<file path="src/rtl/adder_issue_stage.sv">
// adder_issue_stage
//   Two-stage registered wrapper around an external combinational adder.
//   Stage 1 captures operands from a valid/ready source and drives the adder.
//   Stage 2 captures the sum and carry, derives signed overflow, and presents
//   the result to a valid/ready sink.
//   Optional build macro: ADDER_ISSUE_CHECK_EN. When it is defined, every
//   stage-2 load is compared against an internal reference sum, and chk_err
//   sets and stays set on a mismatch. When it is undefined, chk_err is tied to 0.
module adder_issue_stage #(
  parameter int WIDTH = 32,
  parameter int CNT_W = 16
) (
  input  logic             clk,
  input  logic             rst,
  // operand source
  input  logic             in_valid,
  output logic             in_ready,
  input  logic [WIDTH-1:0] in_a,
  input  logic [WIDTH-1:0] in_b,
  input  logic             in_cin,
  // combinational adder interface
  output logic [WIDTH-1:0] add_a,
  output logic [WIDTH-1:0] add_b,
  output logic             add_cin,
  input  logic [WIDTH-1:0] add_f,
  input  logic             add_cout,
  // result sink
  output logic             out_valid,
  input  logic             out_ready,
  output logic [WIDTH-1:0] out_f,
  output logic             out_cout,
  output logic             out_ovf,
  // status
  output logic [CNT_W-1:0] op_count,
  output logic             chk_err
);

  localparam int MSB = WIDTH - 1;
  localparam logic [CNT_W-1:0] CNT_ONE = {{(CNT_W-1){1'b0}}, 1'b1};
  localparam logic [CNT_W-1:0] CNT_MAX = {CNT_W{1'b1}};

  // stage 1 operand registers
  logic             s1_valid_reg, s1_valid_next;
  logic [WIDTH-1:0] s1_a_reg, s1_a_next;
  logic [WIDTH-1:0] s1_b_reg, s1_b_next;
  logic             s1_cin_reg, s1_cin_next;

  // stage 2 result registers
  logic             s2_valid_reg, s2_valid_next;
  logic [WIDTH-1:0] out_f_reg, out_f_next;
  logic             out_cout_reg, out_cout_next;
  logic             out_ovf_reg, out_ovf_next;

  // completed-transfer counter
  logic [CNT_W-1:0] op_count_reg, op_count_next;

  // handshake and advance strobes
  logic s2_free;
  logic in_fire;
  logic out_fire;
  logic s2_load;
  logic ovf_calc;

  // Stage 2 can take new data when it is empty or is draining this cycle.
  // Stage 1 can accept when empty or when its content moves to stage 2,
  // so a release of back-pressure can transfer out and accept in one cycle.
  assign s2_free  = !s2_valid_reg || out_ready;
  assign in_ready = !s1_valid_reg || s2_free;
  assign in_fire  = in_valid && in_ready;
  assign out_fire = s2_valid_reg && out_ready;
  assign s2_load  = s1_valid_reg && s2_free;

  // Signed overflow: both operands share a sign and the sum's sign differs.
  assign ovf_calc = (s1_a_reg[MSB] == s1_b_reg[MSB]) && (add_f[MSB] != s1_a_reg[MSB]);

  // Adder inputs are forced to zero while stage 1 is empty, so the adder
  // sees a quiet bus between operations. Stage-1 registers hold during a
  // stall, which keeps the adder inputs constant.
  genvar gi;
  generate
    for (gi = 0; gi < WIDTH; gi++) begin : g_drive
      assign add_a[gi] = s1_a_reg[gi] & s1_valid_reg;
      assign add_b[gi] = s1_b_reg[gi] & s1_valid_reg;
    end
  endgenerate
  assign add_cin = s1_cin_reg & s1_valid_reg;

  // Stage 1 next state: load on an input transfer, empty when handing off
  // to stage 2 with nothing new arriving, otherwise hold.
  always_comb begin
    s1_valid_next = s1_valid_reg;
    s1_a_next     = s1_a_reg;
    s1_b_next     = s1_b_reg;
    s1_cin_next   = s1_cin_reg;
    if (in_fire) begin
      s1_valid_next = 1'b1;
      s1_a_next     = in_a;
      s1_b_next     = in_b;
      s1_cin_next   = in_cin;
    end else if (s2_load) begin
      s1_valid_next = 1'b0;
    end
  end

  // Stage 2 next state: capture the adder result on a load, drop valid
  // after an output transfer with no replacement, otherwise hold stable.
  always_comb begin
    s2_valid_next = s2_valid_reg;
    out_f_next    = out_f_reg;
    out_cout_next = out_cout_reg;
    out_ovf_next  = out_ovf_reg;
    if (s2_load) begin
      s2_valid_next = 1'b1;
      out_f_next    = add_f;
      out_cout_next = add_cout;
      out_ovf_next  = ovf_calc;
    end else if (out_fire) begin
      s2_valid_next = 1'b0;
    end
  end

  // Saturating count of completed output transfers.
  always_comb begin
    op_count_next = op_count_reg;
    if (out_fire && (op_count_reg != CNT_MAX)) begin
      op_count_next = op_count_reg + CNT_ONE;
    end
  end

  // Stage 1 register bank; reset discards any in-flight operand.
  always_ff @(posedge clk or posedge rst) begin
    if (rst) begin
      s1_valid_reg <= 1'b0;
      s1_a_reg     <= '0;
      s1_b_reg     <= '0;
      s1_cin_reg   <= 1'b0;
    end else begin
      s1_valid_reg <= s1_valid_next;
      s1_a_reg     <= s1_a_next;
      s1_b_reg     <= s1_b_next;
      s1_cin_reg   <= s1_cin_next;
    end
  end

  // Stage 2 register bank and counter; reset clears the result immediately.
  always_ff @(posedge clk or posedge rst) begin
    if (rst) begin
      s2_valid_reg <= 1'b0;
      out_f_reg    <= '0;
      out_cout_reg <= 1'b0;
      out_ovf_reg  <= 1'b0;
      op_count_reg <= '0;
    end else begin
      s2_valid_reg <= s2_valid_next;
      out_f_reg    <= out_f_next;
      out_cout_reg <= out_cout_next;
      out_ovf_reg  <= out_ovf_next;
      op_count_reg <= op_count_next;
    end
  end

  assign out_valid = s2_valid_reg;
  assign out_f     = out_f_reg;
  assign out_cout  = out_cout_reg;
  assign out_ovf   = out_ovf_reg;
  assign op_count  = op_count_reg;

`ifdef ADDER_ISSUE_CHECK_EN
  // Reference sum of the stage-1 operands, one bit wider for the carry.
  logic [WIDTH:0] chk_sum;
  logic           chk_err_reg, chk_err_next;

  assign chk_sum = {1'b0, s1_a_reg} + {1'b0, s1_b_reg} + {{WIDTH{1'b0}}, s1_cin_reg};

  // Flag a mismatch between the attached adder and the reference at a load.
  always_comb begin
    chk_err_next = chk_err_reg;
    if (s2_load && (chk_sum != {add_cout, add_f})) begin
      chk_err_next = 1'b1;
    end
  end

  // Sticky error flag; only reset clears it.
  always_ff @(posedge clk or posedge rst) begin
    if (rst) begin
      chk_err_reg <= 1'b0;
    end else begin
      chk_err_reg <= chk_err_next;
    end
  end

  assign chk_err = chk_err_reg;
`else
  assign chk_err = 1'b0;
`endif

endmodule

</file>
<file path="config.mk">
export PLATFORM = sky130hd
export DESIGN_NAME = adder_issue_stage
export DESIGN_NICKNAME = d
export VERILOG_FILES = /design/src/rtl/adder_issue_stage.sv
export SDC_FILE = /design/constraint.sdc
export NUM_CORES = 1
export LEC_CHECK = 0
export ABC_AREA = 1
export CAP_MARGIN = 20
export CELL_PAD_IN_SITES_DETAIL_PLACEMENT = 1
export CELL_PAD_IN_SITES_GLOBAL_PLACEMENT = 2
export CORE_AREA = 5 5 162 149
export DETAILED_ROUTE_END_ITERATION = 16
export DIE_AREA = 0 0 167 154
export PLACE_DENSITY_LB_ADDON = 0.1
export SETUP_SLACK_MARGIN = 0.15
export SLEW_MARGIN = 20
export SYNTH_ARGS = -nofsm -noshare
export SYNTH_HDL_FRONTEND = slang
export SYNTH_SLANG_ARGS = --single-unit
export TNS_END_PERCENT = 30
</file>
<file path="constraint.sdc">
create_clock -name clk -period 7.5 [get_ports clk]
set_input_delay 1.125 -clock clk [delete_from_list [all_inputs] [get_ports clk]]
set_output_delay 1.125 -clock clk [all_outputs]
set_load 0.02 [all_outputs]
</file>
# After elaboration in Yosys (flattened, before gate mapping)
# Index checks and enable logic that the tools add are counted.
[totals] regBits=117 latch_bits=0 ram_bits=0 mem_bits_ro=0 in_bits=102 output_inout_bits=118 wordCells=93 mem_count=0
[classes] n_addsub=1 mul=0 div=0 n_lt_le_gt_ge=0 n_eq_ne=3 shift=0 muxes=4 bitwise_logic=65 n_reduce_logical=11
[op_table] cell="AND 1 bit" count=65
[op_table] cell="adder 16 x 1 -> 16 bit (second input constant)" count=1
[op_table] cell="inequality test 16 bit (second input constant)" count=1
[op_table] cell="logical AND 1 bit" count=5
[op_table] cell="2-to-1 mux 1 bit" count=4
[op_table] cell="nonzero test 2 bit" count=2
[op_table] cell="zero test 1 bit" count=2
[op_table] cell="logical OR 1 bit" count=2
[op_table] cell="equality test 1 bit" count=1
[op_table] cell="inequality test 1 bit" count=1

# Longest topological paths before layout
# Gate-level depths: netlist of run 1.
[logic_depth] depth_word=5 mapped_depth=9 depth_no_buf=8

# Least setup slack after synthesis of run 1
# No wires, ideal clock.
[synth_timing] kind="input -> output" from="in out_ready" to="out in_ready" arrival_time_ns=1.666 path_slack_ns=4.709 cell_stages=3 cell_sequence="inv_1 -> nand3_1 -> clkbuf_1"
[synth_via] elab_chain_len=2
[synth_rtl] item="from (decl)" line="29" source="input logic out_ready,"
[synth_rtl] item="logical OR 1 bit" line="67" source="assign s2_free = !s2_valid_reg || out_ready;"
[synth_rtl] item="logical OR 1 bit" line="68" source="assign in_ready = !s1_valid_reg || s2_free;"
[synth_rtl] item="to (decl)" line="17" source="output logic in_ready,"
# No other way between the ends.

# Worst setup path after layout of run 1
# Ends and elaborated chain as after synthesis.

==> results of run 1 <==
## routing by layer
metal	share of wire (%)	up-vias	GRT usage [%]	routed length, µm
met4	1.4	0	4.48	272
met3	7.1	20	5.34	1390
met1	45	2580	19.5	8770
met5	0	-	0	0
met2	47	150	24.4	9120
li1	-	2595	-	-
## where the power goes
| part | switching, mW | internal (mW) | total [mW] |
|---|---|---|---|
| combinational | 0.389 | 0.305 | 0.694 |
| sequential | 0.0785 | 0.745 | 0.823 |
| clock | 0.310 | 0.431 | 0.742 |
## cells in the mapped netlist
master	n	area [µm²]
a21oi_1	1	5.00
buf_1	2	7.51
buf_2	15	75.1
buf_4	1	7.51
buf_6	2	22.5
clkbuf_1	17	63.8
conb_1	1	3.75
dfrtp_1	117	2930
ha_1	1	12.5
inv_1	84	315
nand2_1	374	1400
nand2_2	1	6.26
nand2_4	1	11.3
nand3_1	77	385
nand3b_1	1	7.51
nand4_1	4	25.0
nand4_2	1	12.5
nor2_1	19	71.3
nor2_2	1	6.26
nor2_4	2	22.5
nor3_1	1	5.00
o21ai_0	1	5.00
o21ai_2	1	8.76
xnor2_1	2	17.5
xor2_1	3	26.3
## stage by stage
stage	instance area (µm²)	hold slack (ns)	instances	setup slack (ns)	total power, mW
3_5_place_dp	7900	0.459	1215	3.22	1.54
5_1_grt	8450	0.487	1247	3.15	2.40
4_1_cts	8440	0.473	1247	3.22	2.31
2_1_floorplan	5460	0.442	730	3.27	1.17
6_report	8450	0.472	1247	3.28	2.26
3_3_place_gp	7880	0.453	1214	3.20	1.52
## final cells by class
| type | count | area share (%) |
|---|---|---|
| tap | 297 | 4.40 |
| multi-input combinational | 492 | 24.2 |
| inverter | 84 | 3.76 |
| clock buffer | 18 | 5.20 |
| clock inverter | 14 | 1.24 |
| timing repair buffer | 225 | 26.5 |
| sequential | 117 | 34.7 |
## cells by family (layout without fill, tap and decap cells)
family / Yosys count / count (layout) / synth area share, %
AOI/OAI and AO/OA: 3 / 3 / 0.344
xor gates and xnor gates: 5 / 5 / 0.803
adders and majority gates: 1 / 1 / 0.229
buffers and inverters: 121 / 341 / 9.01
DFF: 117 / 117 / 53.7
other: 1 / 1 / 0.0687
and+or+nand+nor: 482 / 482 / 35.9
## cell usage in the layout (no fill, tap or decap), types with 3 or more instances in the layout
cell and n:
dfrtp_1 116, buf_4 5, nor2_1 19, clkbuf_16 17, clkdlybuf4s50_1 217, nand4_1 4
inv_1 83, clkinvlp_4 8, nand2_1 373, xor2_1 3, nand3_1 76
## worst max-delay path, stage by stage
cell,delay (ns)
clkdlybuf4s50_1,0.50
inv_1,0.07
nand3_2,0.05
buf_4,0.57
clkdlybuf4s50_1,0.75
## worst max path at each step
stage | slack (ns) | from | depth (start not counted) | to
after floorplan | 3.27 | rst | 1 | op_count[0]
after global placement | 3.20 | out_ready | 5 | in_ready
after detailed placement | 3.22 | out_ready | 5 | in_ready
after CTS | 3.22 | out_ready | 5 | in_ready
after global routing | 3.15 | out_ready | 5 | in_ready
final | 3.28 | out_ready | 5 | in_ready
==> results.cfg, run 1 <==
[cts]
cts_buffers = 17
postCtsSetupBuffers = 0
clock_sinks = 117
hold_buffers = 0
cts_root_buffer = clkbuf_16
clockBufferDepth = 2
cts_tree = yes
clkLatencyLatePin_ns = 0.41
post_cts_resized = 0
clkTransAtPathRegs_ns = 0.05
cts_max_level = 4

[setup_path]
rrSetupSlack_ns = 5.18
worstPathArrival_ns = 3.10
end_kind = output port
start_kind = primary input
crit_path_max_fanout = 68
crit_type = primary input to output port
worstPathRequired_ns = 6.38
rr_startpoint = out_valid
reg2regPathDepth = 6
timing.rr.end = s1_b_reg[12]

[cells_and_area]
multiInputGateArea_um2 = 2040
post_route_cells_drive_above_1_share_pct = 5.37
regArea_um2 = 2930
fillerInstances = 2649
insertedDiodeCount = 0
fin_nets = 1040
fin_util_pct = 38.1
syn2layout_area_growth_pct = 54.8

[worst_hold_path]
hp-class = flop to flop
min_path_cells = 2
min_from = s1_b_reg[8]
hold-path-endpoint = s1_b_reg[8]

[route]
dr.pass1.iters = 4
initialDrtViolationCount = 208
wl_per_cell_um = 15.7
postRouteAntennaNets = 0
num_vias = 5345
viasPerCell = 4.29
drc = 0
routed_wl_mm = 19.6

[global_routing]
grt_pass1_vias = 5793
grt_usage_pct = 15.2
antenna_found_initial = 0
grt_overflow = 0
grt_max_degree = 76
grt_pass1_wl_mm = 31.7

[logic_synthesis]
syn-num-nets = 833
syn_area_per_cell_um2 = 7.47
syn_inst = 730
yosys.cell_types.count = 25
ys.warnings.count = 0
syn_area_um2 = 5460
ys_seq_elements = 117
ys_seq_area_share_pct = 53.7

[timing]
rsz0062_at_grt = no
fin_crit_sh_pct = 56.3
tns_ns = 0
skew_ns = 0.00964
tightest_slew_ns = 0.842
period_minus_slack_ns = 4.22
fmax_mhz = 237
setup_viol = 0
slew_violations = 0
hold_viol_final = 0
slew_headroom_pct = 43.7

[place]
detailed_place_hpwl_mm = 13.7
portBuffers = 218
gp_congestion = 0.754

[run_status]
outcome = complete, no violations

[pwr]
power_density_nw_per_um2 = 267
p_leak_nw = 4.40
vdd_drop_max_uv = 107

[die]
fp.coreArea_um2 = 22200
fp.dieArea_um2 = 25700
die_h_um = 154
io_pins = 220
die_width_um = 167
start_util_pct = 24.6
rows = 52

[run]
maxCapViolations = 0
Note: power is estimated with default switching activity, not from simulation.
==> run 2, diff against run 1 <==
Settings changed: CORE_AREA 5 5 162 149 to 5 5 169 155, DIE_AREA 0 0 167 154 to 0 0 174 160.
Clock period 7.5 ns to 4.3 ns, I/O delays scaled along.
==> run 2 against run 1 <==
  * Combinational power up 76%
  * Largest power group unchanged
  * Global-route usage down 0.93 points
  * Register-to-register slack worse by 3.3 ns
  * Via count down 1.6%
==> results.cfg, run 2 (synthesis gave the netlist of run 1 again) <==
[cts]
cts_buffers = 17
cts_max_level = 4
clockBufferDepth = 2
cts_root_buffer = clkbuf_16
post_cts_resized = 0
cts_tree = yes
clkLatencyLatePin_ns = 0.41
postCtsSetupBuffers = 0
clock_sinks = 117
hold_buffers = 0
clkTransAtPathRegs_ns = 0.05

[pwr]
vdd_drop_max_uv = 188
finalPower_mw = 4.00
p_leak_nw = 4.43
power_density_nw_per_um2 = 471

[timing]
fmax_mhz = 330
period_minus_slack_ns = 3.03
skew_ns = 0.0113
rsz0062_at_grt = no
setup_viol = 0
slew_violations = 0
slew_headroom_pct = 44.7
hold_viol_final = 0
tns_ns = 0
tightest_slew_ns = 0.829
fin_crit_sh_pct = 70.4

[die]
io_pins = 220
start_util_pct = 22.7
fp.dieArea_um2 = 27800
rows = 54
die_h_um = 160
die_width_um = 174
fp.coreArea_um2 = 24100

[setup_path]
crit_path_cell_trace = clkdlybuf4s50_1 > inv_1 > nand3_2 > clkdlybuf4s50_1
worstPathRequired_ns = 3.65
worstPathArrival_ns = 2.38
cpMaxStageDelayCell = clkdlybuf4s50_1
crit_end = in_ready
crit_start = out_ready
crit_cells = 4
cpMostUsedCell = clkdlybuf4s50_1
rr_startpoint = s1_valid_reg
crit_path_max_fanout = 25
rrSetupSlack_ns = 1.88
end_kind = output port
timing.rr.end = out_f[30]
reg2regPathDepth = 7
crit_type = primary input to output port
path_buf_inv = 3
crit_family = buffers and inverters
slowest_delay_ns = 0.72
start_kind = primary input

[route]
drc = 0
initialDrtViolationCount = 205
viasPerCell = 4.18
dr.pass1.iters = 4
routed_wl_mm = 19.7
num_vias = 5260
postRouteAntennaNets = 0
wl_per_cell_um = 15.7

[cells_and_area]
final_common_cell = nand2_1
post_route_cells_drive_above_1_share_pct = 5.26
syn2layout_area_growth_pct = 55.7
fin_nets = 1041
layout_common_cells = 373 x nand2_1, 217 x clkdlybuf4s50_1, 116 x dfrtp_1, 82 x inv_1, 76 x nand3_1
insertedDiodeCount = 0

[place]
portBuffers = 218
detailed_place_hpwl_mm = 13.9
gp_congestion = 0.711

[run_status]
outcome = complete, no violations

[worst_hold_path]
hp-class = flop to flop
min_path_cells = 2

[global_routing]
antenna_found_initial = 0
grt_max_degree = 67
grt_usage_pct = 14.3
grt_pass1_vias = 5857
grt_pass1_wl_mm = 32.0
grt_overflow = 0

[run]
maxCapViolations = 0
-- run 2: cell types whose count changed in the layout (fill, tap and decap cells not counted), sizes merged --
cell and change:
inv -3, bufinv +1, buf +1, clkinv +2
clkbuf +4, clkinvlp -5
-- run 2: worst reg2reg max path, delay by kind of cell, from the launching register on --
family	cells	cell delay [ns]
buffers and inverters	4	1.63
flip-flops	1	0.40
AND/OR/NAND/NOR	3	0.30
-- run 2: metrics by stage --
stage	setup slack, ns	cell area, µm²	instances	hold slack, ns	util [%]
6_report	1.27	8490	1258	0.470	35.3
5_1_grt	1.17	8490	1258	0.489	35.3
4_1_cts	1.24	8480	1257	0.473	35.3
3_5_place_dp	1.24	7920	1226	0.459	32.9
3_3_place_gp	1.24	7920	1226	0.453	32.9
2_1_floorplan	0.554	5460	730	0.442	-
-- run 2: worst min-delay path by stage --
stage                     slack, ns         start           end
after detailed placement       0.46  s1_b_reg[21]  s1_b_reg[21]
after floorplan                0.44   s1_a_reg[0]   s1_a_reg[0]
after CTS                      0.47  s1_a_reg[17]  s1_a_reg[17]
after global routing           0.49  s1_b_reg[21]  s1_b_reg[21]
final                          0.47  s1_b_reg[22]  s1_b_reg[22]
after global placement         0.45   s1_a_reg[7]   s1_a_reg[7]
-- run 2: cell type report --
| type | instances | area [µm²] |
|---|---|---|
| clock buffer | 22 | 484 |
| clock inverter | 9 | 77.6 |
| fill | 2886 | 15600 |
| inverter | 84 | 318 |
| multi-input combinational | 492 | 2040 |
| sequential | 117 | 2930 |
| tap | 308 | 385 |
| timing repair buffer | 226 | 2260 |
-- run 2: routing by layer --
metal	GRT usage, %	part of all wire [%]	vias up
li1	-	-	2598
met1	17.6	44	2502
met2	23.4	47	144
met3	5.98	7.6	16
met4	3.42	1.2	0
met5	0	0	-
-- run 2: power breakdown --
group | total [mW] | internal, mW | switching (mW) | leakage [nW]
registers | 1.43 | 1.30 | 0.133 | 1.45
clock network | 1.36 | 0.847 | 0.510 | 0.274
logic | 1.22 | 0.535 | 0.681 | 2.71
total | 4.00 | 2.68 | 1.32 | 4.43
==> RTL edit, RTL diff (settings of run 2) <==
`CNT_W`: 16 -> 18.
--- a/src/rtl/adder_issue_stage.sv
+++ b/src/rtl/adder_issue_stage.sv
@@ -9,5 +9,5 @@
 module adder_issue_stage #(
   parameter int WIDTH = 32,
-  parameter int CNT_W = 16
+  parameter int CNT_W = 18
 ) (
   input  logic             clk,
Interface: changed (resized op_count); port bits go from 220 to 222. The function was not compared with the original's and may differ.
==> RTL edit against run 2 <==
Die area is the same. Synthesized area shrank 0.48%. Total power grew 9.5%. Core utilization grew 0.35 points. Setup slack lost 0.17 ns. Maximum frequency shrank 5.3%. Sequential cell count grew 2. Wire length shrank 9.6%. Clock skew shrank 0.0011 ns. Synthesized cell count shrank 20%. Design area grew 0.99%. Combinational power grew 7%. Critical endpoint is now add_a[5]. Largest cell class unchanged.
==> RTL edit: results (changes against run 2) <==
hold path startpoint - out_f[4]
drt initial violations - 117 (-43%)
VDD IR-drop max - 223.9 uV (+19%)
Final Net Count - 908 (-13%)
Post-Synth XOR/XNOR Area - 1.936% (+1.1 points)
routability cong. - 0.7517 (+5.7%)
count of input and output buffers - 220 (+0.92%)
WHS Endpoint - out_f[4]
Lkg Pwr - 4.118 nW (-7.1%)
slew margin rel. - 33.30% (-11 points)
post-synthesis cell type count - 30 (+20%)
Compound-Gate Fraction of Synth Area - 1.083% (+0.74 points)
syn nets - 689 (-17%)
met2 Usage GRT - 19.63% (-3.7 points)
post-synthesis mux area share - 13.48% (+13 points)
antenna violations before repair - 2 (+2)
layout cells sized above 1 - 12.71% (+7.5 points)
Sw Ratio - 31.56% (-1.5 points)
average wire per standard cell - 15.85 um (+1.0%)
global-route usage over all layers - 13.00% (-1.3 points)
Synth area leaders - dfrtp_1 55%, nand2_1 16%, mux2_2 12%
R2R cell count - 3 (-4)
metal3 WL - 1572 um (+4.1%)
M1 WL - 8227 um (-5.2%)
vias in the first global route - 5,021 (-14%)
largest net degree at the start of global routing - 74 (+10%)
highest metal used - met5
outcome - finished, final reports clean
crit-path max FO - 51 (+100%)
top cells by count, synth - 229 x nand2_1, 119 x dfrtp_1, 79 x inv_1
first-pass GRT wire length - 28,790 um (-9.9%)
WL met2 - 7841 um (-16%)
-- RTL edit: cell types whose count changed in the layout (fill, tap and decap cells not counted), moves of 3 or more --
cell and change:
buf_4 -4, bufinv_16 +4, clkbuf_8 -4, clkdlybuf4s50_1 +3, clkinv_2 -3, inv_1 -4, mux2_1 +9, mux2_2 +56
nand2_1 -145, nand3_1 -61, o21ai_0 +5, xnor2_1 +8
-- RTL edit: layout make-up --
cell class	instances	area, um2
tap	308	385.4
fill	2748	15470
timing repair buffer	223	2237
clock buffer	20	436.7
sequential	119	2979
inverter	81	306.5
clock inverter	12	200.2
multi-input combinational	363	2033
-- RTL edit: power groups by stage --
stage	Clock (mW)	Combinational (mW)	Sequential [mW]
after floorplan	0	0.550	1.62
after global placement	0	1.31	1.52
after detailed placement	0	1.34	1.53
after CTS	1.63	1.34	1.52
after global routing	1.67	1.42	1.55
final	1.57	1.31	1.51
-- RTL edit: how the worst max path moves through the flow --
stage            startpoint           end  slack (ns)  depth (start not counted)
2_1_floorplan           rst   op_count[0]        0.50                          1
3_3_place_gp   s1_valid_reg   s1_a_reg[4]        1.51                          3
3_5_place_dp   s1_valid_reg  s1_a_reg[10]        1.43                          3
4_1_cts        s1_valid_reg      add_a[6]        1.01                          4
5_1_grt        s1_valid_reg     add_a[12]        0.85                          4
6_report       s1_valid_reg      add_a[5]        1.10                          4
-- RTL edit: per-stage QoR --
stage | instance area (um2) | cells | hold WS (ns) | setup slack, ns
after CTS | 8578 | 1126 | 0.4815 | 1.011
final | 8578 | 1126 | 0.4771 | 1.104
after detailed placement | 7941 | 1094 | 0.4650 | 1.430
after global routing | 8578 | 1126 | 0.5037 | 0.8524
after global placement | 7941 | 1094 | 0.4610 | 1.511
after floorplan | 5429 | 586 | 0.4641 | 0.4975
